[src/rtl/uart_rx_ctrl.sv]
// rtl/uart_rx_ctrl.sv - UART RX frame controller: start detect, bit timing, deserialize, parity/stop check
module uart_rx_ctrl #(
  parameter int DATA_W  = 8,
  parameter int PRESC_W = 6
) (
  input  logic               clk,
  input  logic               rst,
  input  logic               rx_in,
  input  logic [PRESC_W-1:0] prescale,
  input  logic               par_en,
  input  logic               par_typ,
  input  logic               sampled_bit,
  input  logic               sample_done,
  output logic               data_sampled_en,
  output logic [PRESC_W-1:0] edge_cnt,
  output logic [3:0]         bit_cnt,
  output logic [DATA_W-1:0]  p_data,
  output logic               data_valid,
  output logic               par_err,
  output logic               stp_err,
  output logic               strt_glitch,
  output logic               busy
);

  typedef enum logic [2:0] {S_IDLE, S_START, S_DATA, S_PARITY, S_STOP} state_t;

  state_t              r_state;
  state_t              w_state_nxt;
  logic [PRESC_W-1:0]  r_presc;
  logic [PRESC_W-1:0]  r_edge_cnt;
  logic [3:0]          r_bit_cnt;
  logic                r_got_bit;
  logic                r_bit_val;
  logic [DATA_W-1:0]   r_shift;
  logic [DATA_W-1:0]   r_p_data;
  logic                r_data_valid;
  logic                r_par_err;
  logic                r_stp_err;
  logic                r_glitch;

  logic w_presc_ok;
  logic w_eob;
  logic w_cap;
  logic w_have;
  logic w_period_bit;
  logic w_par_exp;
  logic w_glitch;
  logic w_frame_done;
  logic w_par_err_nxt;
  logic w_stp_err_nxt;

  assign w_presc_ok = (prescale == PRESC_W'(8)) || (prescale == PRESC_W'(16)) ||
                      (prescale == PRESC_W'(32));
  assign w_eob      = (r_edge_cnt == r_presc - 1'b1);
  assign w_cap      = sample_done & ~r_got_bit;
  assign w_have     = w_cap | r_got_bit;
  // Value of the current bit period; a period with no capture reads as 0.
  assign w_period_bit = w_cap ? sampled_bit : (r_got_bit & r_bit_val);
  assign w_par_exp  = (^r_shift) ^ par_typ;

  always_ff @(posedge clk or negedge rst) begin
    if (!rst) r_state <= S_IDLE;
    else      r_state <= w_state_nxt;
  end

  always_comb begin
    w_state_nxt  = r_state;
    w_glitch     = 1'b0;
    w_frame_done = 1'b0;
    case (r_state)
      S_IDLE: begin
        if (!rx_in && w_presc_ok) w_state_nxt = S_START;
      end
      S_START: begin
        if (w_cap && sampled_bit) begin
          w_state_nxt = S_IDLE;
          w_glitch    = 1'b1;
        end else if (w_eob) begin
          if (w_have) begin
            w_state_nxt = S_DATA;
          end else begin
            w_state_nxt = S_IDLE;
            w_glitch    = 1'b1;
          end
        end
      end
      S_DATA: begin
        if (w_eob && (r_bit_cnt == 4'(DATA_W))) w_state_nxt = par_en ? S_PARITY : S_STOP;
      end
      S_PARITY: begin
        if (w_eob) w_state_nxt = S_STOP;
      end
      S_STOP: begin
        if (w_eob) begin
          w_state_nxt  = S_IDLE;
          w_frame_done = 1'b1;
        end
      end
      default: w_state_nxt = S_IDLE;
    endcase
  end

  always_comb begin
    w_par_err_nxt = r_par_err;
    w_stp_err_nxt = r_stp_err;
    if (r_state == S_PARITY) begin
      if (w_cap && (sampled_bit != w_par_exp)) w_par_err_nxt = 1'b1;
      if (w_eob && !w_have)                    w_par_err_nxt = 1'b1;
    end
    if (r_state == S_STOP) begin
      if (w_cap && !sampled_bit) w_stp_err_nxt = 1'b1;
      if (w_eob && !w_have)      w_stp_err_nxt = 1'b1;
    end
  end

  always_ff @(posedge clk or negedge rst) begin
    if (!rst) begin
      r_presc      <= '0;
      r_edge_cnt   <= '0;
      r_bit_cnt    <= '0;
      r_got_bit    <= 1'b0;
      r_bit_val    <= 1'b0;
      r_shift      <= '0;
      r_p_data     <= '0;
      r_data_valid <= 1'b0;
      r_par_err    <= 1'b0;
      r_stp_err    <= 1'b0;
      r_glitch     <= 1'b0;
    end else begin
      r_data_valid <= 1'b0;
      r_glitch     <= w_glitch;
      if (r_state == S_IDLE) begin
        r_edge_cnt <= '0;
        r_bit_cnt  <= '0;
        r_got_bit  <= 1'b0;
        if (w_state_nxt == S_START) begin
          r_presc   <= prescale;
          r_par_err <= 1'b0;
          r_stp_err <= 1'b0;
        end
      end else begin
        r_par_err <= w_par_err_nxt;
        r_stp_err <= w_stp_err_nxt;
        if (w_state_nxt == S_IDLE) begin
          r_edge_cnt <= '0;
          r_bit_cnt  <= '0;
          r_got_bit  <= 1'b0;
        end else if (w_eob) begin
          r_edge_cnt <= '0;
          r_bit_cnt  <= r_bit_cnt + 4'd1;
          r_got_bit  <= 1'b0;
        end else begin
          r_edge_cnt <= r_edge_cnt + 1'b1;
          if (w_cap) begin
            r_got_bit <= 1'b1;
            r_bit_val <= sampled_bit;
          end
        end
        if ((r_state == S_DATA) && w_eob) r_shift <= {w_period_bit, r_shift[DATA_W-1:1]};
        // Errors raised on the final STOP cycle still suppress the byte.
        if (w_frame_done && !w_par_err_nxt && !w_stp_err_nxt) begin
          r_p_data     <= r_shift;
          r_data_valid <= 1'b1;
        end
      end
    end
  end

  assign busy            = (r_state != S_IDLE);
  assign data_sampled_en = busy;
  assign edge_cnt        = r_edge_cnt;
  assign bit_cnt         = r_bit_cnt;
  assign p_data          = r_p_data;
  assign data_valid      = r_data_valid;
  assign par_err         = r_par_err;
  assign stp_err         = r_stp_err;
  assign strt_glitch     = r_glitch;

endmodule
[config.mk]
export PLATFORM = sky130hd
export DESIGN_NAME = uart_rx_ctrl
export DESIGN_NICKNAME = d
export VERILOG_FILES = /design/src/rtl/uart_rx_ctrl.sv
export SDC_FILE = /design/constraint.sdc
export NUM_CORES = 1
export LEC_CHECK = 0
export CAP_MARGIN = 10
export CORE_MARGIN = 2
export CORE_UTILIZATION = 47
export DETAILED_ROUTE_END_ITERATION = 8
export GPL_ROUTABILITY_DRIVEN = 0
export PLACE_DENSITY = 0.75
export SLEW_MARGIN = 15
export SYNTH_ARGS = -nofsm -noshare
export SYNTH_HDL_FRONTEND = slang
export SYNTH_SLANG_ARGS = --single-unit
[constraint.sdc]
create_clock -name clk -period 2.4 [get_ports clk]
set_input_delay 0.48 -clock clk [delete_from_list [all_inputs] [get_ports clk]]
set_output_delay 0.48 -clock clk [all_outputs]
set_load 0.05 [all_outputs]
# --- Yosys cells after proc, flatten, opt, wreduce, memory -nomap -nowiden ---
# Index checks and enable logic that the tools add are counted.
word_totals:
  regBits: 41
  inputBits: 13
  output_inout_bits: 24
  elab_cells: 98
classes:
  n_addsub: 3
  eq_ne: 12
  muxes: 37
  bitwise: 8
  n_reduce_logical: 26
op_table:
  columns: ["operator", "count"]
  rows:
  - ["$mux 1", 22]
  - ["$mux 3", 7]
  - ["$mux 6", 3]
  - ["$pmux 3 s5", 1]
  - ["$mux 4", 3]
  - ["$logic_and 1x1->1", 9]
  - ["$reduce_xor 8->1", 1]
  - ["$add 6x1->6 const B", 1]
  - ["$eq 3x1->1 const B", 2]
  - ["$eq 3x2->1 const B", 2]
  - ["$eq 6x4->1 const B", 1]
  - ["$eq 6x5->1 const B", 1]
  - ["$eq 6x6->1", 1]
  - ["$eq 6x6->1 const B", 1]
  - ["$logic_not 3->1", 2]
  - ["$reduce_and 2->1", 3]
  - ["$reduce_bool 3->1", 2]
  - ["$sub 6x1->6 const B", 1]
  - ["$logic_not 1->1", 5]
  - ["$add 4x1->4 const B", 1]
  - ["$eq 4x4->1 const B", 1]
  - ["$not 1->1", 4]
  - ["$reduce_and 4->1", 1]
  - ["$reduce_bool 4->1", 1]
  - ["other kinds (8)", 10]

# --- Logic depth before layout (Yosys ltp) ---
depth:
  ltp_word: 12
  mapped_depth: 8
  ltp_nobuf: 7

# --- Worst setup path after synthesis ---
# Ideal clock, no wire load.
synth_path:
  path_type: "reg-to-reg"
  start: "register r_presc[0]"
  end: "register r_shift[0]"
  arrival_time_ns: 2.513
  t_required_ns: 2.275
  setup_slack_ns: -0.238
  path_stages_with_launch: 6
  path_buffers: 0
  period_less_slack_ns: 2.638
  cell_sequence: "dfrtp_1 -> or4_1 -> or3_1 -> a2111o_1 -> nor4_4 -> mux2_2"
synth_between:
  elab_chain_cells: 4
synth_lines:
  columns: ["item", "line", "rtl"]
  rows:
  - ["start: declaration", "29", "logic [PRESC_W-1:0] r_presc;"]
  - ["start signal: assignment", "137", "r_presc <= prescale;"]
  - ["$sub 6x1->6", "54", "assign w_eob = (r_edge_cnt == r_presc - 1'b1);"]
  - ["$eq 6x6->1", "54", null]
  - ["$logic_and 1x1->1", "159", "if ((r_state == S_DATA) && w_eob) r_shift <= {w_period_bit, r_shift[DATA_W-1:1]};"]
  - ["$reduce_and 2->1 (no source line)", null, null]
  - ["end signal: assignment", "159", null]
  - ["end: declaration", "34", "logic [DATA_W-1:0] r_shift;"]
# Every way passes these cells.
# A chain may end at the register's enable or synchronous reset.

# --- Worst setup path after layout ---
layout_path:
  start: "register r_presc[1]"
  end: "register r_shift[7]"
# Same word-level chain as after synthesis.

==> flow_metrics.env <==
export IMPL_status="finished with violations"
export IMPL_violations="setup timing"
export IMPL_final_layout_size_suffix_gt1_share_pct=24.9
export IMPL_clk_path_buf_depth=2
export IMPL_fillers=335
export IMPL_dieWidth_um=71.0
export IMPL_grt_use_total_pct=18.3
export IMPL_path_buf_inv=1
export IMPL_cts_sinks=41
export IMPL_path_cells="or4_4 > or3_1 > a2111o_1 > nor4_4 > buf_6 > mux2_2"
export IMPL_synth_seq_cells=41
export IMPL_drtIter0Drc=76
export IMPL_utilization_pct=65.7
export IMPL_finalHoldViolations=0
export IMPL_clock_skew_ns=0.0131
export IMPL_ctsHtreeMaxLevel=2
export IMPL_core_area_um2=4350
export IMPL_setup_worst_path_start="r_presc[1]"
export IMPL_cts_made_buffers=5
export IMPL_area_growth_synth_to_final_pct=35.6
export IMPL_required_ns=2.57
export IMPL_power_total_mw=1.69
export IMPL_drv_slew=0
export IMPL_synth_avg_cell_area_um2=11.1
export IMPL_max_freq_ghz=0.383
export IMPL_ys_types=42
export IMPL_r2r_end="r_shift[7]"
export IMPL_finalCriticalPeriod_ns=2.61
export IMPL_fin_nets=261
export IMPL_place_inst=286
export IMPL_crit_slowest_cell="or4_4"
export IMPL_regArea_um2=1030
export IMPL_setup_violations=33
export IMPL_cp_arrival_ns=2.78
export IMPL_yosysTopAreaCell="dfrtp_1"
export IMPL_num_rows=24
export IMPL_layoutNonFillerInstCount=297
export IMPL_power_leakage_nw=1.27
export IMPL_grt_pass1_vias=1499
export IMPL_fin_area_um2=2860
export IMPL_antennaDiodeCount=0
export IMPL_die_area_um2=5040
export IMPL_dp_slack_ns=-0.155
export IMPL_syn_area_um2=2110
export IMPL_criticalPathCategory="reg -> reg"
export IMPL_multi_input_area_um2=1100
export IMPL_slew_limit_headroom_pct=40.9
export IMPL_cts_hold_buf=0
export IMPL_min_path_type="in -> async"
export IMPL_drc=0
export IMPL_grt_pass1_wl_mm=7.25
export IMPL_ys_warn_count=0
export IMPL_ff2ff_setup_slack_ns=-0.21
export IMPL_place_area_um2=2650
export IMPL_start_util_pct=48.5
export IMPL_first_pass_iters=4
export IMPL_period_share_pct=109
export IMPL_die_h_um=71.0
export IMPL_clock_latency_ns=0.29
export IMPL_vdd_drop_max_mv=0.450
export IMPL_cp_depth=6
export IMPL_antenna_found_initial=0
export IMPL_clk_pin_slew_ns=0.08
export IMPL_viasPerCell=5.39
export IMPL_layout_setup_ws_ns=-0.209
export IMPL_endpoint="r_shift[7]"
export IMPL_grt_setup_unrepaired="true"
export IMPL_io_pins=37
export IMPL_cp_end_kind="flop"
export IMPL_wl_per_cell_um=15.2
export IMPL_grt_max_degree=42
export IMPL_wirelength_mm=4.51
export IMPL_critical_path_top_delay_family="simple AND/OR/NAND/NOR gates"
export IMPL_synthCells=190
export IMPL_dp_hpwl_mm=3.11
export IMPL_power_density_nw_per_um2=592
export IMPL_port_buffer_count=36
export IMPL_detail_route_antenna_nets=0
export IMPL_seq_area_frac_synth_pct=48.6
export IMPL_synth_top_cell_area_share_pct=48.6
export IMPL_num_vias=1602
export IMPL_synthTopCellsByArea="dfrtp_1, mux2_2, xnor2_1"
export IMPL_maxCapViolCount=0
export IMPL_worstMarginPinSlew_ns=0.887
export IMPL_clockRootBuffer="clkbuf_8"
export IMPL_cts_tree="yes"
export IMPL_worstSetupStartpointType="flop"
export IMPL_overflow=0
export IMPL_rr_worst_depth=6
export IMPL_cp_max_fo=8
export IMPL_worstReg2RegStart="r_presc[1]"
export IMPL_slowest_delay_ns=0.53
export IMPL_syn_num_nets=207
## power breakdown
group	internal, mW	leakage [nW]	switching [mW]
clock network	0.339	0.0585	0.228
logic	0.152	0.652	0.202
registers	0.730	0.558	0.0439
total	1.22	1.27	0.474
## metrics by stage
stage	TNS (ns)	hold WS [ns]
floorplan	-1.77	0.184
global placement	-1.39	0.490
detailed placement	-2.29	0.497
CTS	-2.54	0.342
global route	-5.69	0.383
finish	-3.93	0.304
## timing repair
action                                  in CTS  in global routing
endpoints found under the setup margin      28                 33
resized for setup                            9                 10
setup buffers                                1                  2
pin swaps                                    0                  1
## layout by cell type (no fill, tap or decap), types with 5 or more instances in the layout
cell type,count
mux2_2,10
inv_1,8
nand2_1,11
buf_4,17
nand2b_1,5
o21ai_0,6
mux2_4,11
dfrtp_1,41
clkbuf_8,6
xnor2_1,14
nor2_1,13
clkdlybuf4s50_1,33
## worst min-delay path by stage
stage	end	slack, ns	startpoint	depth (start not counted)
after floorplan	bit_cnt[0]	0.18	rst	0
after global placement	r_bit_val	0.49	r_bit_val	1
after detailed placement	r_bit_val	0.50	r_bit_val	1
after CTS	r_presc[5]	0.34	rst	1
after global routing	data_valid	0.38	rst	1
final	data_valid	0.30	rst	1
## state kept, by name, indices dropped and copies added (netlist names), 3 cells and up
signal    flops
r_presc       6
r_state       3
edge_cnt      6
bit_cnt       4
p_data        8
r_shift       8
## kinds of logic after synthesis
group | Yosys count | synth area share (%)
XOR/XNOR | 19 | 8.54
AO/OA/AOI/OAI | 31 | 10.8
flip-flops | 41 | 48.6
multiplexers | 22 | 11.7
adder cells (fa/ha/maj) | 4 | 2.37
buffers and inverters | 17 | 3.20
AND/OR/NAND/NOR | 56 | 14.8
## cell usage after synthesis (all sizes together)
cell type  count
buf            1
o31a           1
o211ai         4
a22o           1
mux2i          1
clkbuf         8
or2            2
a2111o         2
a21oi          2
nor2b          2
a31oi          1
ha             4
o2111ai        1
or4            3
or3            3
xnor2         14
nor3           5
inv            8
o21ai          7
and3           1
nand3          3
nand2b         5
dfrtp         41
a21o           3
o221ai         1
nand3b         2
xnor3          1
a32o           1
mux2          21
o22ai          2
a2111oi        2
xor2           4
o21bai         1
nand2         11
o311a          1
a31o           1
and2           3
nor4           3
nor2          13
## cell type report
class / instances / area share (%)
tap: 52 / 2.27
multi-input combinational: 132 / 38.5
sequential: 41 / 35.9
timing repair buffer: 56 / 18.3
clock inverter: 1 / 1.05
inverter: 8 / 1.05
clock buffer: 7 / 3.02
## per-layer routing
| layer | GRT usage (%) | routed length (um) | up-vias |
|---|---|---|---|
| li1 | - | - | 782 |
| met1 | 26.6 | 2160 | 769 |
| met2 | 27.0 | 2080 | 45 |
| met3 | 4.56 | 207 | 6 |
| met4 | 6.29 | 67 | 0 |
| met5 | 0 | 0 | - |
Power figures use the tool's default switching activity.
